===== config.mk =====
export PLATFORM = sky130hd
export DESIGN_NAME = ctl_pipe
export DESIGN_NICKNAME = d
export VERILOG_FILES = /design/src/rtl/ctl_pipe.sv
export SDC_FILE = /design/constraint.sdc
export NUM_CORES = 1
export LEC_CHECK = 0
export ABC_AREA = 1
export BUFFER_PORTS_ARGS = -buffer_cell sky130_fd_sc_hd__buf_2
export CAP_MARGIN = 10
export CORE_UTILIZATION = 52
export DETAILED_ROUTE_END_ITERATION = 6
export HOLD_SLACK_MARGIN = 0.05
export PLACE_DENSITY = 0.81
export REMOVE_ABC_BUFFERS = 1
export SLEW_MARGIN = 30
export SYNTH_ARGS = -nofsm -noshare
export SYNTH_HDL_FRONTEND = slang
export SYNTH_SLANG_ARGS = --single-unit

===== constraint.sdc =====
create_clock -name clk -period 3.4 [get_ports clk]
set_clock_uncertainty 0.1 [all_clocks]
set_input_delay 0.17 -clock clk [delete_from_list [all_inputs] [get_ports clk]]
set_output_delay 0.17 -clock clk [all_outputs]
set_load 0.05 [all_outputs]

===== src/rtl/ctl_pipe.sv =====
// ctl_pipe: pipelined RV32I control unit. Decodes in ID, carries the control
// bundle through ID/EX, EX/MEM and MEM/WB, resolves branches in EX, and
// generates stall, flush and EX operand-forwarding selects.
module ctl_pipe #(
    parameter int FWD_EN       = 1,
    parameter int ILLEGAL_TRAP = 0
) (
    input  logic        clk,
    input  logic        rst_n,
    input  logic [31:0] inst_id,
    input  logic        inst_valid,
    input  logic        brEq,
    input  logic        brLT,
    output logic [2:0]  ImmSel,
    output logic        stall,
    output logic        flush,
    output logic        pcSel,
    output logic        ex_ASel,
    output logic        ex_BSel,
    output logic [3:0]  ex_ALUSel,
    output logic        ex_BrUn,
    output logic [1:0]  fwdA,
    output logic [1:0]  fwdB,
    output logic        mem_MemRW,
    output logic        mem_sign,
    output logic [1:0]  mem_size,
    output logic        wb_RegWEn,
    output logic [1:0]  wb_WBSel,
    output logic [4:0]  wb_rd,
    output logic        illegal
);

    typedef enum logic [6:0] {
        OPC_LUI    = 7'b0110111,
        OPC_AUIPC  = 7'b0010111,
        OPC_JAL    = 7'b1101111,
        OPC_JALR   = 7'b1100111,
        OPC_BRANCH = 7'b1100011,
        OPC_LOAD   = 7'b0000011,
        OPC_STORE  = 7'b0100011,
        OPC_OPIMM  = 7'b0010011,
        OPC_OP     = 7'b0110011
    } opcode_t;

    typedef enum logic [3:0] {
        ALU_ADD   = 4'd0,
        ALU_SUB   = 4'd1,
        ALU_SLL   = 4'd2,
        ALU_SLT   = 4'd3,
        ALU_SLTU  = 4'd4,
        ALU_XOR   = 4'd5,
        ALU_SRL   = 4'd6,
        ALU_SRA   = 4'd7,
        ALU_OR    = 4'd8,
        ALU_AND   = 4'd9,
        ALU_PASSB = 4'd10
    } alu_t;

    // An all-zero bundle is a bubble: no writes, no control transfer.
    typedef struct packed {
        logic       a_sel;
        logic       b_sel;
        alu_t       alu;
        logic       br_un;
        logic       mem_rw;
        logic       sign;
        logic [1:0] size;
        logic       reg_wen;
        logic [1:0] wb_sel;
        logic [4:0] rd;
        logic [4:0] rs1;
        logic [4:0] rs2;
        logic [2:0] funct3;
        logic       is_load;
        logic       is_branch;
        logic       is_jump;
        logic       illegal;
    } ctl_t;

    ctl_t       dec;
    ctl_t       ex;
    logic       writes;
    logic       use_rs1;
    logic       use_rs2;
    logic       hazard;
    logic       mem_reg_wen;
    logic [1:0] mem_wb_sel;
    logic [4:0] mem_rd;
    logic       mem_is_load;
    logic       unused_bits;

    assign unused_bits = ^{inst_id[31], inst_id[29:25]};

    function automatic alu_t alu_decode(input logic [2:0] f3, input logic alt, input logic is_op);
        alu_t r;
        case (f3)
            3'b000:  r = (is_op && alt) ? ALU_SUB : ALU_ADD;
            3'b001:  r = ALU_SLL;
            3'b010:  r = ALU_SLT;
            3'b011:  r = ALU_SLTU;
            3'b100:  r = ALU_XOR;
            3'b101:  r = alt ? ALU_SRA : ALU_SRL;
            3'b110:  r = ALU_OR;
            default: r = ALU_AND;
        endcase
        return r;
    endfunction

    function automatic logic reads(input logic [4:0] rd, input logic wen,
                                   input logic [4:0] rs1, input logic [4:0] rs2);
        return wen && (rd != 5'd0) && ((rd == rs1) || (rd == rs2));
    endfunction

    function automatic logic [1:0] fwd_sel(input logic [4:0] rs);
        logic [1:0] s;
        s = 2'd0;
        if (rs != 5'd0) begin
            if (mem_reg_wen && !mem_is_load && (mem_rd == rs))
                s = 2'd1;
            else if (wb_RegWEn && (wb_rd == rs))
                s = 2'd2;
        end
        return s;
    endfunction

    // ID decode: control bundle and immediate format; unused source fields are
    // zeroed so hazard and forwarding logic only sees registers actually read.
    always_comb begin
        dec     = '0;
        ImmSel  = 3'd0;
        writes  = 1'b0;
        use_rs1 = 1'b0;
        use_rs2 = 1'b0;
        if (inst_valid) begin
            dec.funct3 = inst_id[14:12];
            case (inst_id[6:0])
                OPC_LUI: begin
                    ImmSel = 3'd3; dec.b_sel = 1'b1; dec.alu = ALU_PASSB;
                    dec.wb_sel = 2'd1; writes = 1'b1;
                end
                OPC_AUIPC: begin
                    ImmSel = 3'd3; dec.a_sel = 1'b1; dec.b_sel = 1'b1;
                    dec.wb_sel = 2'd1; writes = 1'b1;
                end
                OPC_JAL: begin
                    ImmSel = 3'd4; dec.a_sel = 1'b1; dec.b_sel = 1'b1;
                    dec.wb_sel = 2'd2; writes = 1'b1; dec.is_jump = 1'b1;
                end
                OPC_JALR: begin
                    dec.b_sel = 1'b1; dec.wb_sel = 2'd2; writes = 1'b1;
                    dec.is_jump = 1'b1; use_rs1 = 1'b1;
                end
                OPC_BRANCH: begin
                    ImmSel = 3'd2; dec.a_sel = 1'b1; dec.b_sel = 1'b1;
                    dec.is_branch = 1'b1; dec.br_un = inst_id[13];
                    use_rs1 = 1'b1; use_rs2 = 1'b1;
                end
                OPC_LOAD: begin
                    dec.b_sel = 1'b1; writes = 1'b1; dec.is_load = 1'b1;
                    dec.sign = ~inst_id[14]; dec.size = inst_id[13:12]; use_rs1 = 1'b1;
                end
                OPC_STORE: begin
                    ImmSel = 3'd1; dec.b_sel = 1'b1; dec.mem_rw = 1'b1;
                    dec.size = inst_id[13:12]; use_rs1 = 1'b1; use_rs2 = 1'b1;
                end
                OPC_OPIMM: begin
                    dec.b_sel = 1'b1; dec.wb_sel = 2'd1; writes = 1'b1; use_rs1 = 1'b1;
                    dec.alu = alu_decode(inst_id[14:12], inst_id[30], 1'b0);
                end
                OPC_OP: begin
                    dec.wb_sel = 2'd1; writes = 1'b1; use_rs1 = 1'b1; use_rs2 = 1'b1;
                    dec.alu = alu_decode(inst_id[14:12], inst_id[30], 1'b1);
                end
                default: dec.illegal = 1'b1;
            endcase
        end
        dec.reg_wen = writes && (inst_id[11:7] != 5'd0);
        dec.rd      = dec.reg_wen ? inst_id[11:7] : 5'd0;
        dec.rs1     = use_rs1 ? inst_id[19:15] : 5'd0;
        dec.rs2     = use_rs2 ? inst_id[24:20] : 5'd0;
    end

    // EX branch resolution: jumps always taken, branches per funct3.
    always_comb begin
        pcSel = 1'b0;
        if (ex.is_jump) begin
            pcSel = 1'b1;
        end else if (ex.is_branch) begin
            case (ex.funct3)
                3'b000:         pcSel = brEq;
                3'b001:         pcSel = ~brEq;
                3'b100, 3'b110: pcSel = brLT;
                3'b101, 3'b111: pcSel = ~brLT;
                default:        pcSel = 1'b0;
            endcase
        end
    end

    // Hazard detection: load-use only with forwarding, any in-flight RAW without.
    always_comb begin
        hazard = 1'b0;
        if (FWD_EN != 0)
            hazard = ex.is_load && reads(ex.rd, ex.reg_wen, dec.rs1, dec.rs2);
        else
            hazard = reads(ex.rd, ex.reg_wen, dec.rs1, dec.rs2)
                   || reads(mem_rd, mem_reg_wen, dec.rs1, dec.rs2)
                   || reads(wb_rd, wb_RegWEn, dec.rs1, dec.rs2);
    end

    // EX operand forwarding selects; MEM result takes priority over WB.
    always_comb begin
        fwdA = 2'd0;
        fwdB = 2'd0;
        if (FWD_EN != 0) begin
            fwdA = fwd_sel(ex.rs1);
            fwdB = fwd_sel(ex.rs2);
        end
    end

    assign flush = pcSel;
    assign stall = hazard && !pcSel;

    // Stage registers: ID/EX takes a bubble on flush or stall; later stages always advance.
    always_ff @(posedge clk or negedge rst_n) begin
        if (!rst_n) begin
            ex          <= '0;
            mem_MemRW   <= 1'b0;
            mem_sign    <= 1'b0;
            mem_size    <= 2'd0;
            mem_reg_wen <= 1'b0;
            mem_wb_sel  <= 2'd0;
            mem_rd      <= 5'd0;
            mem_is_load <= 1'b0;
            wb_RegWEn   <= 1'b0;
            wb_WBSel    <= 2'd0;
            wb_rd       <= 5'd0;
        end else begin
            ex          <= (pcSel || hazard) ? '0 : dec;
            mem_MemRW   <= ex.mem_rw;
            mem_sign    <= ex.sign;
            mem_size    <= ex.size;
            mem_reg_wen <= ex.reg_wen;
            mem_wb_sel  <= ex.wb_sel;
            mem_rd      <= ex.rd;
            mem_is_load <= ex.is_load;
            wb_RegWEn   <= mem_reg_wen;
            wb_WBSel    <= mem_wb_sel;
            wb_rd       <= mem_rd;
        end
    end

    assign ex_ASel   = ex.a_sel;
    assign ex_BSel   = ex.b_sel;
    assign ex_ALUSel = ex.alu;
    assign ex_BrUn   = ex.br_un;
    assign illegal   = (ILLEGAL_TRAP != 0) ? ex.illegal : 1'b0;

endmodule


# Word level (Yosys, flattened, before mapping)
# Index checks and enable logic that the tools add are counted.
dict set report word_totals {
  mem_count 0
  ramBits 0
  out_inout_bits 30
  latch_bits 0
  register_bits 56
  inputBits 37
  romBits 0
  word_cells 127
}
dict set report classes {
  bitwise_logic 3
  eq_ne 26
  multipliers 0
  mux 40
  addsub 0
  n_shift 0
  reduce_logical 32
  n_lt_le_gt_ge 0
  div_mod_pow 0
}
# operator count
set ops {}
lappend ops {{$pmux 4 s7} 2}
lappend ops {{$mux 36} 1}
lappend ops {{$eq 5x5->1} 6}
lappend ops {{$eq 3x3->1 const B} 7}
lappend ops {{$eq 7x6->1 const B} 3}
lappend ops {{$eq 7x7->1 const B} 3}
lappend ops {{$reduce_bool 5->1} 4}
lappend ops {{$mux 1} 19}
lappend ops {{$mux 2} 8}
lappend ops {{$mux 5} 3}
lappend ops {{$eq 7x5->1 const B} 2}
lappend ops {{$pmux 3 s4} 1}
lappend ops {{$pmux 4 s3} 1}
lappend ops {{$mux 11} 1}
lappend ops {{$logic_and 1x1->1} 10}
lappend ops {{$reduce_or 2->1} 5}
lappend ops {{$reduce_or 9->1} 1}
lappend ops {{$reduce_or 8->1} 1}
lappend ops {{$eq 7x2->1 const B} 1}
lappend ops {{$mux 7} 1}
lappend ops {{$reduce_or 7->1} 1}
lappend ops {{$eq 3x1->1 const B} 2}
lappend ops {{$eq 3x2->1 const B} 2}
lappend ops {{$logic_not 3->1} 2}
lappend ops {{9 further kinds} 14}

# Depth between registers and ports, before layout
# Gate-level depths: netlist (run 1).
dict set report depth {
  depth_word 11
  ltp_mapped 17
  mapped_depth_nobuf 16
}

# Worst setup path before layout (run 1)
# Ideal clock, no wire load.
dict set report synth_timing {
  path_kind {flip-flop to output port}
  start {register ex[16] in the netlist's numbering}
  end {output port fwdA[0]}
  n_path_buf 0
  setup_slack_ns 0.792
  path_stages_with_launch 5
  t_arrival_ns 2.338
  required_time_ns 3.130
  path_cell_list {dfrtp_1 -> xor2_1 -> a221oi_1 -> nand4_1 -> nor4_1}
}
dict set report synth_via {
  elab_chain_len 4
  elab_cells_between_ends 5
  cone_classes {eq/ne: 1; mux: 2; reduce/logical: 2}
}
# item line
set synth_rtl {}
lappend synth_rtl {{start, declared} 81} ;# ctl_t ex;
lappend synth_rtl {{start signal, assigned} 238} ;# ex <= (pcSel || hazard) ? '0 : dec;
lappend synth_rtl {{$eq 5x5->1} 118} ;# if (mem_reg_wen && !mem_is_load && (mem_rd == rs))
lappend synth_rtl {{$logic_and 1x1->1} 118}
lappend synth_rtl {{$mux 2} 118}
lappend synth_rtl {{$mux 2 *} 117} ;# if (rs != 5'd0) begin
lappend synth_rtl {{end, declared} 22} ;# output logic [1:0] fwdA,
# Every way passes the cells marked *; elsewhere a longest branch is shown, timed or not.

# Worst setup path in the final report (run 1)
# Same ends and word-level chain as after synthesis.

==> results.ini, run 1 <==
[yosys]
ys_ff_latch = 55
yosysTopAreaCellShare_pct = 48.9
ys_types = 39
synth.area.top_cells = dfrtp_1, nand2_1, inv_1
synthArstFlopShare_pct = 100
synth_ff_type = dfrtp_1
ys_warn_count = 0
ys_seq_area_share_pct = 48.9
syn_area_mm2 = 0.00282
synthesis.instances = 323
avgSynthCellArea_um2 = 8.72
yosysTopAreaCell = dfrtp_1
synth_edf_count = 0

[clocking]
ctsHoldBuffers = 11
clk_pin_slew_worst_paths_ps = 100
cts_buffers = 5
htreeDepth = 2
cts_sinks = 55
tritoncts = built
clock_latency_ps = 300
cts_resized = 0
cts_root_buf = clkbuf_8
cts_buffer_depth = 2
cts_setup_buffers = 0

[route]
drt_iter0_drc = 141
via_per_inst = 5.08
vias = 2341
dr.pass1.iters = 4
antenna_left = 0
drc = 0
finalWirelength_um = 5700
wl_per_cell_um = 12.4

[power_and_ir_drop]
seqPwrFrac_pct = 58.5
combPwrFrac_pct = 10.0
p_leak_nw = 1.73
powerDensity_mw_per_mm2 = 342
switching_power_w = 0.000287
internal-power_w = 0.000849
swShare_pct = 25.3
p_total_w = 0.00114
ir_worst_vdd_v = 0.000212
p_clk_share_pct = 31.4

[sta]
max_slew.worst_pin.slew_ps = 669
rsz0062_at_grt = false
drv_slew = 0
fmax_mhz = 456
tns_ps = 0
setup_viol = 0
finalCritPeriodShare_pct = 64.5
min_period_ps = 2190
max_slew_margin_pct = 55.4
finalHoldViolCount = 0

[setup_path]
arrival_ps = 1920
cp-start-kind = flop
endpoint_kind = output pin
cp.required_ps = 3130
path_class = reg -> out
cp_max_fo = 4

[status]
status = completed

[final_layout]
syn_to_final_growth_pct = 17.9
utilization_pct = 64.2
final_cell_mix = buf_2, dfrtp_1, nand2_1
fin_area_mm2 = 0.00332
multi_input_area_mm2 = 0.00116
regArea_mm2 = 0.00138
drive_above_1_share_pct = 28.4
final_common_cell = buf_2
nNetsFinal = 427
n_antenna_cell = 0
final_cell_count_no_fill = 461
nFillCells = 427

[die]
dieArea_mm2 = 0.00571
initial_core_util_pct = 54.5
num_rows = 26
core_area_mm2 = 0.00517
num_io_pins = 67
die-width_um = 75.6
die_h_um = 75.6

[placed_design]
placedCellCount = 441
postPlaceCellArea_mm2 = 0.00311
dp_hpwl_um = 4250
gp_congestion = 0.931
portBuffers = 59

[global_routing]
grt_antenna_before_repair = 0
grt_pass1_vias = 2094
grt_max_degree = 36
grtUsageTotal_pct = 21.7
overflow = 0
grt_pass1_wl_um = 9270

[flow_run]
cap_viol_max_count = 0

[worst_hold_path]
min_path_type = in -> reg

[critical path, stage by stage, from the launching register on]
cell	delay, ps
dfrtp_1	450
xor2_1	190
a221oi_1	260
nand4_1	170
nor4_1	240
buf_2	320
[cells in the mapped netlist, types with 3 or more instances]
library cell,instances
a21oi_1,6
a221oi_1,3
xor2_1,4
nand4_1,11
nand3_2,3
inv_1,47
a211oi_1,3
dfrtp_1,55
buf_4,6
nor2_2,22
nor3_1,7
o22ai_1,4
o21ai_0,8
nand2_2,3
nor2_1,35
nor2_4,10
nand3_1,19
nand2_1,50
[path summary, 6_finish.rpt]
| check | start | slack (ps) | depth (start not counted) | end |
|---|---|---|---|---|
| worst min register to register | mem_wb_sel[1]$_DFF_PN0_ | 250 | 0 | wb_WBSel[1]$_DFF_PN0_ |
| min in group asynchronous | rst_n | 250 | 2 | ex_ALUSel[1]$_DFF_PN0_ |
| worst max register to register | ex[20]$_DFF_PN0_ | 1460 | 7 | ex[15]$_DFF_PN0_ |
| worst max-delay path | ex[16]$_DFF_PN0_ | 1210 | 5 | fwdA[0] |
| worst min-delay path | inst_id[21] | 50 | 3 | ex[8]$_DFF_PN0_ |
| max in group asynchronous | rst_n | 2150 | 3 | ex[13]$_DFF_PN0_ |
[per-stage QoR]
| step | hold slack (ps) | worst slack (ps) |
|---|---|---|
| after floorplan | -226 | 792 |
| after global placement | 45.8 | 1050 |
| after detailed placement | 50.4 | 991 |
| after CTS | 53.1 | 1180 |
| after global routing | 58.3 | 989 |
| final | 47.8 | 1210 |
[kinds of logic (layout without fill, tap and decap cells)]
group / count (synthesis) / in the layout / synth area share (%)
and+or+nand+nor: 167 / 167 / 31.0
buffers and inverters: 59 / 127 / 9.77
DFF: 55 / 55 / 48.9
AOI/OAI and AO/OA: 36 / 36 / 8.71
xor gates and xnor gates: 5 / 5 / 1.55
other: 1 / 1 / 0.133
[layout make-up]
| cell class | instances | area share (%) |
|---|---|---|
| repair buffers | 72 | 12.7 |
| well taps | 70 | 2.64 |
| clock buffers | 5 | 2.07 |
| flip-flops and latches | 55 | 41.5 |
| clock inverters | 3 | 0.678 |
| inverters | 47 | 5.31 |
| multi-input cells | 209 | 35.1 |
[sequential cells by signal (all words and copies together), names as in the netlist]
register / count
ex_BSel: 1
wb_WBSel: 2
ex_ALUSel: 4
ex_ASel: 1
ex: 27
mem_rd: 5
mem_is_load: 1
mem_sign: 1
mem_size: 2
mem_wb_sel: 2
wb_RegWEn: 1
mem_reg_wen: 1
mem_MemRW: 1
wb_rd: 5
ex_BrUn: 1
[layer usage]
metal	global-route usage, %	vias up	wire length (um)
li1	-	1173	-
met1	29.1	1090	2560
met2	35.3	67	2830
met3	3.44	11	204
met4	8.85	0	106
met5	0	-	0
[power groups by stage]
stage               clock [W]  sequential (W)  combinational [W]
detailed placement          0        0.000678           0.000103
global route         0.000389        0.000666           0.000126
finish               0.000357        0.000665           0.000114
CTS                  0.000364        0.000665           0.000112
floorplan                   0        0.000683          0.0000437
global placement            0        0.000678          0.0000996
Note: power is estimated with default switching activity, not from simulation.
==> run 2, diff against run 1 <==
--- a/config.mk
+++ b/config.mk
@@ -8,10 +8,10 @@
 export ABC_AREA = 1
 export BUFFER_PORTS_ARGS = -buffer_cell sky130_fd_sc_hd__buf_2
 export CAP_MARGIN = 10
-export CORE_UTILIZATION = 52
+export CORE_UTILIZATION = 48
 export DETAILED_ROUTE_END_ITERATION = 6
 export HOLD_SLACK_MARGIN = 0.05
-export PLACE_DENSITY = 0.81
+export PLACE_DENSITY = 0.78
 export REMOVE_ABC_BUFFERS = 1
 export SLEW_MARGIN = 30
 export SYNTH_ARGS = -nofsm -noshare
==> constraint.sdc (replaced) <==
create_clock -name clk -period 1.8 [get_ports clk]
set_clock_uncertainty 0.1 [all_clocks]
set_input_delay 0.09 -clock clk [delete_from_list [all_inputs] [get_ports clk]]
set_output_delay 0.09 -clock clk [all_outputs]
set_load 0.05 [all_outputs]
==> run 2 against run 1 <==
  * Clock power is 90% higher
  * Sequential power is 89% higher
  * Sequential share of layout area is 6.9 points lower
  * Clock-buffer cell count stayed put
  * Global-route usage is 0.72 points higher
  * Routed wire length is 23% higher
  * Final area is 20% higher
  * Worst hold slack better by 26 ps
  * The run now ends with negative setup slack left
  * Combinational power grew to 2.6 times the previous value
==> results.ini, run 2 (synthesized netlist as in run 1, its figures left out) <==
[sta]
finalCritPeriodShare_pct = 111
setup_viol = 4  ; was 0
whs_ps = 74.3  ; was 47.8 ps
fmax_mhz = 502
rsz0062_at_grt = true  ; was false
min_period_ps = 1990
fin_ws_ps = -194  ; was 1210 ps
drv_slew = 0  ; unchanged
finalHoldViolCount = 0  ; unchanged

[die]
die_h_um = 78.6  ; was 75.6 um
core_area_mm2 = 0.00557  ; was 0.00517 mm2
die-width_um = 78.6  ; was 75.6 um
initial_core_util_pct = 50.5  ; was 54.5%
dieArea_mm2 = 0.00618  ; was 0.00571 mm2
num_rows = 27  ; was 26
num_io_pins = 67  ; unchanged

[route]
dr.pass1.iters = 4  ; unchanged
drc = 0  ; unchanged
drt_iter0_drc = 121  ; was 141
wl_per_cell_um = 13.6  ; was 12.4 um
antenna_left = 0  ; unchanged
vias = 2623  ; was 2,341
via_per_inst = 5.10  ; was 5.08
finalWirelength_um = 6990  ; was 5700 um

[power_and_ir_drop]
powerDensity_mw_per_mm2 = 559  ; was 342 mW/mm2
ir_worst_vdd_v = 0.000312  ; was 0.000212 V
p_leak_nw = 2.03  ; was 1.73 nW

[setup_path]
endpoint = fwdA[0]  ; unchanged
regToRegSetupSlack_ps = 110  ; was 1460 ps
regToRegStartpoint = ex[19]$_DFF_PN0_  ; was ex[20]$_DFF_PN0_
r2r_end = ex[8]$_DFF_PN0_  ; was ex[15]$_DFF_PN0_
cp_max_fo = 4  ; unchanged
arrival_ps = 1800  ; was 1920 ps
cp.required_ps = 1610  ; was 3130 ps
cp-startpoint = mem_rd[2]$_DFF_PN0_  ; was ex[16]$_DFF_PN0_
path_class = reg -> out  ; unchanged
endpoint_kind = output pin  ; unchanged
cp-start-kind = flop  ; unchanged
reg2reg_depth = 11  ; was 7

[global_routing]
grt_pass1_vias = 2476  ; was 2,094
grt_antenna_before_repair = 0  ; unchanged
grt_max_degree = 35  ; was 36
overflow = 0  ; unchanged
grt_pass1_wl_um = 10800  ; was 9270 um
grtUsageTotal_pct = 22.4  ; was 21.7%

[placed_design]
gp_congestion = 0.901  ; was 0.931
portBuffers = 59  ; unchanged
placedCellCount = 467  ; was 441
dp_hpwl_um = 4450  ; was 4250 um

[status]
violations = negative setup slack
status = complete, but fails checks  ; was completed

[final_layout]
top_register = ex  ; unchanged
nNetsFinal = 478  ; was 427
utilization_pct = 71.5  ; was 64.2%
nFillCells = 398  ; was 427
final_common_cell = dfrtp_1  ; was buf_2
drive_above_1_share_pct = 41.9  ; was 28.4%
reg_top3 = ex x27, mem_rd x5, wb_rd x5  ; unchanged
n_antenna_cell = 0  ; unchanged
final_cell_mix = dfrtp_1, nand2_1, buf_2  ; was buf_2, dfrtp_1, nand2_1
syn_to_final_growth_pct = 41.6  ; was 17.9%
largest_register_ffs = 27  ; unchanged
final_cell_count_no_fill = 514  ; was 461

[clocking]
clk_pin_slew_worst_paths_ps = 100  ; about the same
cts_buffers = 5  ; unchanged
cts_buffer_depth = 2  ; unchanged
cts_root_buf = clkbuf_8  ; unchanged
tritoncts = built  ; unchanged
clock_latency_ps = 310  ; was 300 ps
cts_sinks = 55  ; unchanged
htreeDepth = 2  ; unchanged

[worst_hold_path]
whs_path_depth = 4  ; was 3
min_path_type = in -> reg  ; unchanged

[flow_run]
cap_viol_max_count = 0  ; unchanged

run 2: cell types whose count changed in the layout (fill, tap and decap cells not counted), sizes merged:
cell / previous run / this run
nand2: 55 / 56
dlygate4sd3: 12 / 17
o21ai: 10 / 11
buf: 60 / 104
run 2: report_power, final:
group,switching (W),internal (W),total [W]
Clock,0.000398,0.000279,0.000677
Combinational,0.000170,0.000126,0.000296
Sequential,0.00000950,0.00125,0.00126
run 2: timing repair:
item,in CTS,in global routing
resized for setup,34,29
buffers inserted,13,8
hold endpoints to repair,70,2
pin swaps,15,20
hold buffers,15,2
gates cloned,1,1
endpoints found under the setup margin,7,7
run 2: layout make-up:
| type | instances | area, um2 | share of cell area [%] |
|---|---|---|---|
| Clock buffer | 5 | 68.8 | 1.73 |
| Clock inverter | 3 | 22.5 | 0.565 |
| Inverter | 47 | 176 | 4.42 |
| Multi-Input combinational cell | 211 | 1330 | 33.3 |
| Sequential cell | 55 | 1380 | 34.5 |
| Tap cell | 72 | 90.1 | 2.26 |
| Timing Repair Buffer | 121 | 925 | 23.2 |
run 2: per-layer routing:
layer	GRT usage [%]	up-vias	wire [um]
met5	0	-	0
met4	9.81	0	140
met3	3.26	14	332
met2	38.3	106	3630
met1	28.0	1224	2880
li1	-	1279	-
run 2: worst max-delay path, cell delays in order (launching register included):
cell	delay, ps
dfrtp_1	450
inv_1	80
a221oi_1	320
nand4_1	180
nor4_1	220
buf_4	250
run 2: worst min path at each step:
stage | start | end | slack [ps]
6_report | inst_id[21] | ex[8]$_DFF_PN0_ | 70
5_1_grt | inst_id[21] | ex[8]$_DFF_PN0_ | 70
4_1_cts | inst_id[22] | ex[9]$_DFF_PN0_ | 60
3_5_place_dp | rst_n | ex_ALUSel[3]$_DFF_PN0_ | -20
3_3_place_gp | rst_n | ex_ALUSel[0]$_DFF_PN0_ | -40
2_1_floorplan | rst_n | ex[10]$_DFF_PN0_ | -310
run 2: through the flow:
step                setup TNS, ps  setup slack (ps)  total power [W]  instance area (um2)
CTS                          -172             -85.5          0.00221                 3790
global route                -1410              -331          0.00233                 3990
detailed placement          -3480              -127          0.00149                 3330
global placement            -2260              -123          0.00149                 3330
floorplan                   -2590              -728          0.00137                 2720
finish                       -392              -194          0.00223                 3990
